$ cat src/rtl/rf_ctrl_pkg.sv
// Shared constants for the register-file write-back control slice.
// Consumed by rf_wb_arbiter_if, rr_arbiter users and rf_wb_arbiter.
package rf_ctrl_pkg;

  localparam int NREQ  = 3;
  localparam int REQ_ALU = 0;
  localparam int REQ_MEM = 1;
  localparam int REQ_MDU = 2;

  localparam int AW    = 5;
  localparam int DW    = 32;
  localparam int CNT_W = 2;

  // Round-robin pointer width and the saturation value of a scoreboard counter.
  localparam int               PTR_W   = $clog2(NREQ);
  localparam logic [CNT_W-1:0] CNT_MAX = '1;

endpackage

$ cat src/rtl/rf_wb_arbiter_if.sv
// Bundle of write-back request, register-file port, issue and scoreboard signals.
// slave = the arbiter's view, master = the surrounding pipeline / bench.
//
// Handshake: a transfer from requester i happens at a posedge where
// wb_valid[i] & wb_ready[i]; a requester holds valid/addr/data stable until
// that edge, and wb_ready never waits on anything but valid and the pointer.
interface rf_wb_arbiter_if;
  import rf_ctrl_pkg::*;

  logic [NREQ-1:0]    wb_valid;
  logic [NREQ*AW-1:0] wb_addr;
  logic [NREQ*DW-1:0] wb_data;
  logic [NREQ-1:0]    wb_ready;

  logic               rf_we;
  logic [AW-1:0]      rf_a3;
  logic [DW-1:0]      rf_wd;

  logic               iss_valid;
  logic [AW-1:0]      iss_addr;
  logic               iss_ready;

  logic [AW-1:0]      q1_addr;
  logic [AW-1:0]      q2_addr;
  logic               q1_busy;
  logic               q2_busy;
  logic               sb_err;

  // Round-robin pointer, exported for checkers.
  logic [PTR_W-1:0]   dbg_ptr;

  modport slave (
    input  wb_valid, wb_addr, wb_data, iss_valid, iss_addr, q1_addr, q2_addr,
    output wb_ready, rf_we, rf_a3, rf_wd, iss_ready, q1_busy, q2_busy, sb_err, dbg_ptr
  );

  modport master (
    output wb_valid, wb_addr, wb_data, iss_valid, iss_addr, q1_addr, q2_addr,
    input  wb_ready, rf_we, rf_a3, rf_wd, iss_ready, q1_busy, q2_busy, sb_err, dbg_ptr
  );

endinterface

$ cat src/rtl/rr_arbiter.sv
// Combinational round-robin arbiter: searches valid_i starting at ptr_i and
// returns a one-hot grant plus the pointer to use after that grant.
module rr_arbiter #(
  parameter int N  = 3,
  parameter int PW = 2
) (
  input  logic [N-1:0]  valid_i,
  input  logic [PW-1:0] ptr_i,
  output logic [N-1:0]  grant_o,
  output logic [PW-1:0] ptr_next_o
);

  logic found;

  // First valid at or after ptr_i (wrapping) wins; pointer holds on no grant.
  always_comb begin
    grant_o    = '0;
    ptr_next_o = ptr_i;
    found      = 1'b0;
    for (int k = 0; k < N; k++) begin
      for (int i = 0; i < N; i++) begin
        if (!found && valid_i[i] && (((int'(ptr_i) + k) % N) == i)) begin
          found      = 1'b1;
          grant_o[i] = 1'b1;
          ptr_next_o = PW'((i + 1) % N);
        end
      end
    end
  end

endmodule

$ cat src/rtl/rf_wb_arbiter.sv
// Write-back arbiter and destination scoreboard for the 32x32 register file.
// Optional feature macro: RF_WB_SCOREBOARD_EN builds the per-register
// outstanding-write counters; without it iss_ready=1 and busy/sb_err are 0.
module rf_wb_arbiter
  import rf_ctrl_pkg::*;
(
  input logic     clk,
  input logic     rst_n,
  rf_wb_arbiter_if.slave bus
);

  logic [PTR_W-1:0] ptr_q, ptr_d;
  logic [NREQ-1:0]  grant;
  logic             xfer;
  logic [AW-1:0]    g_addr;
  logic [DW-1:0]    g_data;
  logic             rf_we_q;
  logic [AW-1:0]    rf_a3_q;
  logic [DW-1:0]    rf_wd_q;

  rr_arbiter #(.N(NREQ), .PW(PTR_W)) u_rr (
    .valid_i    (bus.wb_valid),
    .ptr_i      (ptr_q),
    .grant_o    (grant),
    .ptr_next_o (ptr_d)
  );

  assign bus.wb_ready = grant;
  assign bus.dbg_ptr  = ptr_q;
  // The write port never stalls, so any grant is a transfer.
  assign xfer = |grant;

  // Mux the granted requester's address and data.
  always_comb begin
    g_addr = '0;
    g_data = '0;
    for (int i = 0; i < NREQ; i++) begin
      if (grant[i]) begin
        g_addr = bus.wb_addr[i*AW +: AW];
        g_data = bus.wb_data[i*DW +: DW];
      end
    end
  end

  // Advance the round-robin pointer past the granted requester.
  always_ff @(posedge clk or negedge rst_n) begin
    if (!rst_n) ptr_q <= '0;
    else        ptr_q <= ptr_d;
  end

  // Register-file port: one cycle after a transfer; $0 writes never assert we.
  always_ff @(posedge clk or negedge rst_n) begin
    if (!rst_n) begin
      rf_we_q <= 1'b0;
      rf_a3_q <= '0;
      rf_wd_q <= '0;
    end else begin
      rf_we_q <= xfer && (g_addr != '0);
      if (xfer) begin
        rf_a3_q <= g_addr;
        rf_wd_q <= g_data;
      end
    end
  end

  assign bus.rf_we = rf_we_q;
  assign bus.rf_a3 = rf_a3_q;
  assign bus.rf_wd = rf_wd_q;

`ifdef RF_WB_SCOREBOARD_EN
  localparam int NREG = 1 << AW;

  logic [CNT_W-1:0] cnt_q [NREG];
  logic             inc, dec, err_q;

  assign bus.iss_ready = (bus.iss_addr == '0) || (cnt_q[bus.iss_addr] != CNT_MAX);
  assign inc = bus.iss_valid && bus.iss_ready && (bus.iss_addr != '0);
  assign dec = xfer && (g_addr != '0);

  // Per-register outstanding counts; same-register inc+dec cancels out,
  // and a decrement of an empty counter flags sb_err until reset.
  always_ff @(posedge clk or negedge rst_n) begin
    if (!rst_n) begin
      for (int r = 0; r < NREG; r++) cnt_q[r] <= '0;
      err_q <= 1'b0;
    end else begin
      for (int r = 1; r < NREG; r++) begin
        if (inc && (bus.iss_addr == AW'(r)) && !(dec && (g_addr == AW'(r))))
          cnt_q[r] <= cnt_q[r] + CNT_W'(1);
        else if (dec && (g_addr == AW'(r)) && !(inc && (bus.iss_addr == AW'(r)))
                 && (cnt_q[r] != '0))
          cnt_q[r] <= cnt_q[r] - CNT_W'(1);
      end
      if (dec && (cnt_q[g_addr] == '0)) err_q <= 1'b1;
    end
  end

  assign bus.q1_busy = (bus.q1_addr != '0) && (cnt_q[bus.q1_addr] != '0);
  assign bus.q2_busy = (bus.q2_addr != '0) && (cnt_q[bus.q2_addr] != '0);
  assign bus.sb_err  = err_q;
`else
  assign bus.iss_ready = 1'b1;
  assign bus.q1_busy   = 1'b0;
  assign bus.q2_busy   = 1'b0;
  assign bus.sb_err    = 1'b0;
`endif

endmodule
$ cat src/flat_wrapper.sv
// flat-port wrapper written by rule: the top's interface ports become plain ports
module rf_wb_arbiter_flat import rf_ctrl_pkg::*;
  (clk, rst_n, bus_wb_valid, bus_wb_addr, bus_wb_data, bus_iss_valid, bus_iss_addr, bus_q1_addr, bus_q2_addr, bus_wb_ready, bus_rf_we, bus_rf_a3, bus_rf_wd, bus_iss_ready, bus_q1_busy, bus_q2_busy, bus_sb_err, bus_dbg_ptr);
  rf_wb_arbiter_if bus_i ();
  input logic clk;
  input logic rst_n;
  input wire logic [$bits(bus_i.wb_valid)-1:0] bus_wb_valid;
  input wire logic [$bits(bus_i.wb_addr)-1:0] bus_wb_addr;
  input wire logic [$bits(bus_i.wb_data)-1:0] bus_wb_data;
  input wire logic [$bits(bus_i.iss_valid)-1:0] bus_iss_valid;
  input wire logic [$bits(bus_i.iss_addr)-1:0] bus_iss_addr;
  input wire logic [$bits(bus_i.q1_addr)-1:0] bus_q1_addr;
  input wire logic [$bits(bus_i.q2_addr)-1:0] bus_q2_addr;
  output wire logic [$bits(bus_i.wb_ready)-1:0] bus_wb_ready;
  output wire logic [$bits(bus_i.rf_we)-1:0] bus_rf_we;
  output wire logic [$bits(bus_i.rf_a3)-1:0] bus_rf_a3;
  output wire logic [$bits(bus_i.rf_wd)-1:0] bus_rf_wd;
  output wire logic [$bits(bus_i.iss_ready)-1:0] bus_iss_ready;
  output wire logic [$bits(bus_i.q1_busy)-1:0] bus_q1_busy;
  output wire logic [$bits(bus_i.q2_busy)-1:0] bus_q2_busy;
  output wire logic [$bits(bus_i.sb_err)-1:0] bus_sb_err;
  output wire logic [$bits(bus_i.dbg_ptr)-1:0] bus_dbg_ptr;
  assign bus_i.wb_valid = bus_wb_valid;
  assign bus_i.wb_addr = bus_wb_addr;
  assign bus_i.wb_data = bus_wb_data;
  assign bus_i.iss_valid = bus_iss_valid;
  assign bus_i.iss_addr = bus_iss_addr;
  assign bus_i.q1_addr = bus_q1_addr;
  assign bus_i.q2_addr = bus_q2_addr;
  assign bus_wb_ready = bus_i.wb_ready;
  assign bus_rf_we = bus_i.rf_we;
  assign bus_rf_a3 = bus_i.rf_a3;
  assign bus_rf_wd = bus_i.rf_wd;
  assign bus_iss_ready = bus_i.iss_ready;
  assign bus_q1_busy = bus_i.q1_busy;
  assign bus_q2_busy = bus_i.q2_busy;
  assign bus_sb_err = bus_i.sb_err;
  assign bus_dbg_ptr = bus_i.dbg_ptr;
  rf_wb_arbiter u_core (.clk(clk), .rst_n(rst_n), .bus(bus_i));
endmodule
$ cat config.mk
export PLATFORM = sky130hd
export DESIGN_NAME = rf_wb_arbiter_flat
export DESIGN_NICKNAME = d
export VERILOG_FILES = /design/src/rtl/rf_ctrl_pkg.sv /design/src/rtl/rf_wb_arbiter_if.sv /design/src/rtl/rr_arbiter.sv /design/src/rtl/rf_wb_arbiter.sv /design/src/flat_wrapper.sv
export SDC_FILE = /design/constraint.sdc
export NUM_CORES = 1
export LEC_CHECK = 0
export ABC_AREA = 1
export BUFFER_PORTS_ARGS = -buffer_cell sky130_fd_sc_hd__buf_2
export CORE_ASPECT_RATIO = 0.8
export CORE_MARGIN = 5
export CORE_UTILIZATION = 44
export CTS_BUF_LIST = sky130_fd_sc_hd__clkbuf_8
export DETAILED_ROUTE_END_ITERATION = 8
export PLACE_DENSITY = 0.88
export SLEW_MARGIN = 0
export SYNTH_ARGS = -nofsm -noshare
export SYNTH_HDL_FRONTEND = slang
export SYNTH_SLANG_ARGS = --single-unit
export TNS_END_PERCENT = 20
$ cat constraint.sdc
create_clock -name clk -period 4.55 [get_ports clk]
set_input_delay 0.455 -clock clk [delete_from_list [all_inputs] [get_ports clk]]
set_output_delay 0.455 -clock clk [all_outputs]
set_load 0.1 [all_outputs]
### After elaboration in Yosys (flattened, before gate mapping)

Cells that the tools add are included.

| word-level totals | value |
|---|---|
| memories kept | 0 |
| output and inout bits | 47 |
| ROM bits | 0 |
| register bits | 40 |
| input port bits | 132 |
| latch bits | 0 |
| RAM bits | 0 |
| word-level logic and storage cells | 78 |

| operators by class | value |
|---|---|
| shift operators | 0 |
| multiply operators | 0 |
| add/sub/neg operators | 2 |
| equal/unequal tests | 6 |
| reduce and logical (&&, ||, !) cells | 32 |
| mux-type cells | 31 |
| div/mod/pow operators | 3 |
| $lt $le $gt $ge | 0 |
| bitwise logic cells | 0 |

Operator list:

| cell | count |
|---|---|
| equality test 32 x 2 -> 1 bit, second input constant | 3 |
| equality test 32 x 3 -> 1 bit, second input constant | 3 |
| logical NOT 32 bit | 3 |
| two-way mux 32 bit | 3 |
| modulo 32 x 3 -> 32 bit, second input constant | 2 |
| modulo 3 x 3 -> 32 bit, second input constant | 1 |
| logical AND 1 bit | 18 |
| two-way mux 2 bit | 9 |
| two-way mux 1 bit | 16 |
| two-way mux 5 bit | 3 |
| nonzero test 9 bit | 1 |
| logical NOT 1 bit | 8 |
| nonzero test 5 bit | 1 |
| adder 2 x 1 -> 3 bit, second input constant | 1 |
| adder 2 x 2 -> 3 bit, second input constant | 1 |
| OR reduction 3 bit | 1 |

### Depth between registers and ports, before layout

| logic depth | value |
|---|---|
| depth in word-level cells | 39 |
| gate-level depth with buffers | 14 |
| mapped depth without buffers | 13 |

### Hierarchy

A second synthesis with hierarchy kept.

| second synthesis, totals | value |
|---|---|
| cell total of the unflattened synthesis | 342 |
| area total of the unflattened synthesis | 2,493.6 µm² |

By module, submodules not included:

| module | cells an instance | instances | area each (µm²) | seq. area each (µm²) |
|---|---|---|---|---|
| rf_wb_arbiter | 298 | 1 | 2,242.2 | 1,001.0 |
| rr_arbiter | 44 | 1 | 251.5 | 0.0 |

### Worst setup path before layout

Ideal clock, no wire load.

| timing | value |
|---|---|
| path kind | register -> output |
| start | register u_core.ptr_q[0], in the netlist u_core.bus.dbg_ptr[0] |
| end | output port bus_wb_ready[1] |
| arrival time | 2.559 ns |
| required time | 4.095 ns |
| path buffers | 1 |
| slack | 1.536 ns |
| stages on the path, launching flop included | 11 |
| cells stage by stage | dfrtp_1 -> inv_1 -> ha_1 -> nand2_2 -> nand2_2 -> a21oi_4 -> nand3_2 -> nor2_2 -> nand3_1 -> nand2_2 -> buf_2 |

| on the way | value |
|---|---|
| cells in the longest elaborated chain, start to end | 32 |
| elaborated cells between the ends (all ways) | 45 |
| classes of those cells | add/sub (2); div (3); eq/ne (5); mux (10); reduce/logical (25) |

Ends and longest elaborated chain:

| element | line | text |
|---|---|---|
| from (decl) | rf_wb_arbiter.sv:12 | `logic [PTR_W-1:0] ptr_q, ptr_d;` |
| from (signal assigned) | rf_wb_arbiter.sv:48 | `else ptr_q <= ptr_d;` |
| branches (longest 31 deep; another with modulo 32 x 3 -> 32 bit) | -- |  |
| two-way mux 1 bit (*) | rr_arbiter.sv:22 | `if (!found && valid_i[i] && (((int'(ptr_i) + k) % N) == i)) begin` |
| to (decl) | flat_wrapper.sv:14 | `output wire logic [$bits(bus_i.wb_ready)-1:0] bus_wb_ready;` |

Every way passes the cells marked *.

### Final worst setup path

Same ends and word-level chain as after synthesis.

==> results.py <==
metrics = {
    "placement": {
        "port_buffers": 158,
        "place_congestion": 0.7909,
        "place_hpwl_um": 5513,
        "placedCellCount": 498,
    },
    "layout": {
        "antenna_cells": 0,
        "fin_cells": 506,
        "area_delta_synth_final_pct": 35.68,
        "n_fill_cell": 437,
        "nets": 577,
        "layout-drive-gt1-share_pct": 40.32,
    },
    "cts": {
        "clk_pin_slew_ps": 80,
        "cts_buffers": 5,
        "worstSkewPairLatency_ps": 280,
        "ctsResizeCount": 0,
        "clock_tree.root_cell": "clkbuf_8",
        "cts-htree-levels": 2,
        "clockBufferDepth": 2,
        "cts_tree": "yes",
        "clock_sinks": 40,
        "postCtsSetupBuffers": 0,
        "hold_buffers": 0,
    },
    "routing": {
        "drt-total-wl_um": 7275,
        "post_drt_wl_per_cell_um": 14.38,
        "dr.pass1.iters": 4,
        "route.detailed.drc": 0,
        "drt_iter0_markers": 97,
        "vias_per_cell": 5.235,
        "drtAntennaViolNets": 0,
        "vias": 2649,
    },
    "timing": {
        "rsz0062_at_grt": "no",
        "maxSlewHeadroom_pct": 36.68,
        "fin_worst_skew_ps": 5.717,
        "worstMarginPinSlew_ps": 947.7,
        "hold_violations": 0,
        "fmax_mhz": 298.3,
        "fin_crit_sh_pct": 73.69,
        "post-route-min-period_ps": 3353,
        "maxSlewViolCount": 0,
        "setup_viol": 0,
        "finalSetupTns_ps": 0,
    },
    "global_routing": {
        "antenna_found_initial": 0,
        "grt_pass1_vias": 2729,
        "grt_pass1_wl_um": 11960,
        "track_usage_pct": 21.31,
        "grt-ovfl-total": 0,
        "grt_max_degree": 41,
    },
    "setup_path": {
        "setup.worst_path.end": "bus_wb_ready[1]",
        "cp-end-kind": "output port",
        "reg2reg_depth": 13,
        "r2r-start": "u_core.bus.dbg_ptr[0]$_DFFE_PN0P_",
        "r2r-end": "u_core.bus.rf_we$_DFF_PN0_",
        "rrSetupSlack_ps": 1990,
        "crit_type": "reg -> out",
        "required_ps": 4090,
        "crit_start": "u_core.bus.dbg_ptr[0]$_DFFE_PN0P_",
        "cp_data_arrival_time_ps": 2900,
        "startpoint_type": "register",
        "crit_fanout": 39,
    },
    "yosys": {
        "netlist.top_cell.by_area": "dfrtp_1",
        "synth_area_leaders": "dfrtp_1 (44%), nand2_1 (20%), nand4_1 (10%), nand3_1 (9.8%), buf_4 (3.3%)",
        "yosysMostFrequentCell": "nand2_1",
        "syn_inst": 297,
        "synth-edff-count": 0,
        "yosysSeqAreaShare_pct": 43.57,
        "synth_area_mm2": 0.002297,
        "synthDistinctLibCells": 24,
        "ys_ff_latch": 40,
        "yosys_warnings": 0,
        "async_flop_share_pct": 100.0,
        "synth_ff_type": "dfrtp_1",
        "synthTopCellsByCount": "nand2_1 (120), nand3_1 (45), dfrtp_1 (40)",
        "synth_area_per_cell_um2": 7.735,
        "synth.top_cell.area_share_pct": 43.57,
    },
    "run_status": {
        "status": "complete, no violations",
    },
    "job": {
        "drv_cap": 0,
    },
    "die": {
        "die_x_um": 90.79,
        "die_y_um": 74.63,
        "core_area_mm2": 0.005036,
        "ios": 179,
        "start_util_pct": 45.61,
        "rows": 23,
        "dieArea_mm2": 0.006775,
    },
    "min_path": {
        "min_path_type": "in -> async",
    },
}
worst min-delay path by stage:
stage,start,endpoint,slack [ps],depth (start not counted)
2_1_floorplan,rst_n,u_core.bus.dbg_ptr[0]$_DFFE_PN0P_,160,0
3_3_place_gp,u_core.bus.rf_a3[0]$_DFFE_PN0P_,u_core.bus.rf_a3[0]$_DFFE_PN0P_,490,2
3_5_place_dp,u_core.bus.rf_a3[0]$_DFFE_PN0P_,u_core.bus.rf_a3[0]$_DFFE_PN0P_,510,2
4_1_cts,rst_n,u_core.bus.dbg_ptr[1]$_DFFE_PN0P_,320,1
5_1_grt,rst_n,u_core.bus.dbg_ptr[1]$_DFFE_PN0P_,360,1
6_report,rst_n,u_core.bus.dbg_ptr[1]$_DFFE_PN0P_,290,1
worst max-delay path: stages (launching register included):
cell	delay, ps
dfrtp_1	390
inv_1	80
ha_1	340
nand2_2	130
nand2_2	80
a21oi_4	160
nand3_2	100
nor2_2	110
nand3_1	90
nand2_2	580
buf_2	550
sequential cells by signal, summed over array words and instances (netlist names):
name	cells
u_core.bus.rf_wd	32
u_core.bus.rf_a3	5
u_core.bus.dbg_ptr	2
u_core.bus.rf_we	1
stage by stage:
| step | area (um^2) | util (%) | hold WS (ps) | setup slack [ps] |
|---|---|---|---|---|
| after detailed placement | 3027 | 60.10 | 512.6 | 1517 |
| after floorplan | 2305 | - | 159.4 | 1536 |
| after CTS | 3117 | 61.89 | 318.0 | 1181 |
| final | 3117 | 61.89 | 288.1 | 1197 |
| after global routing | 3117 | 61.89 | 360.0 | 1032 |
| after global placement | 3027 | 60.10 | 486.6 | 1642 |
cell type report:
type / count / area [um^2] / share of cell area (%)
clock inverter: 2 / 7.507 / 0.2409
clock buffer: 6 / 82.58 / 2.650
sequential: 40 / 1001 / 32.12
inverter: 6 / 22.52 / 0.7226
timing repair buffer: 161 / 813.3 / 26.09
multi-input combinational: 229 / 1112 / 35.69
tap: 62 / 77.57 / 2.489
logic make-up (layout without fill, tap and decap cells):
logic type      Yosys count  in the layout  synth area share [%]
other cells               2              4                0.3269
simple gates            214            214                 43.14
flops                    40             40                 43.57
buf+inv                  30            175                 8.659
fa+ha+maj                 2              2                 1.089
compound gates            9              9                 3.213
metal layers:
metal  part of all wire, %  routed length [um]  track usage [%]  vias up
li1                      -                   -                -     1283
met1                    38                2775            24.32     1214
met2                    50                3617            39.00      141
met3                    11                 823            7.293       11
met4                  0.81                  59            5.700        0
met5                     0                   0                0        -
layout by cell type (no fill, tap or decap):
| cell | n |
|---|---|
| a21oi_1 | 1 |
| a21oi_4 | 2 |
| buf_2 | 158 |
| buf_4 | 3 |
| clkbuf_8 | 6 |
| conb_1 | 4 |
| dfrtp_1 | 40 |
| ha_1 | 2 |
| inv_1 | 8 |
| nand2_1 | 120 |
| nand2_2 | 5 |
| nand3_1 | 45 |
| nand3_2 | 1 |
| nand4_1 | 37 |
| nand4_2 | 2 |
| nor2_1 | 3 |
| nor2_2 | 1 |
| o21a_1 | 2 |
| o21ai_0 | 1 |
| o21ai_2 | 1 |
| o21bai_1 | 2 |
Power is left out: the tool's default activity adds up to more than one toggle a clock period on the data nets, which glitch-free logic cannot reach.
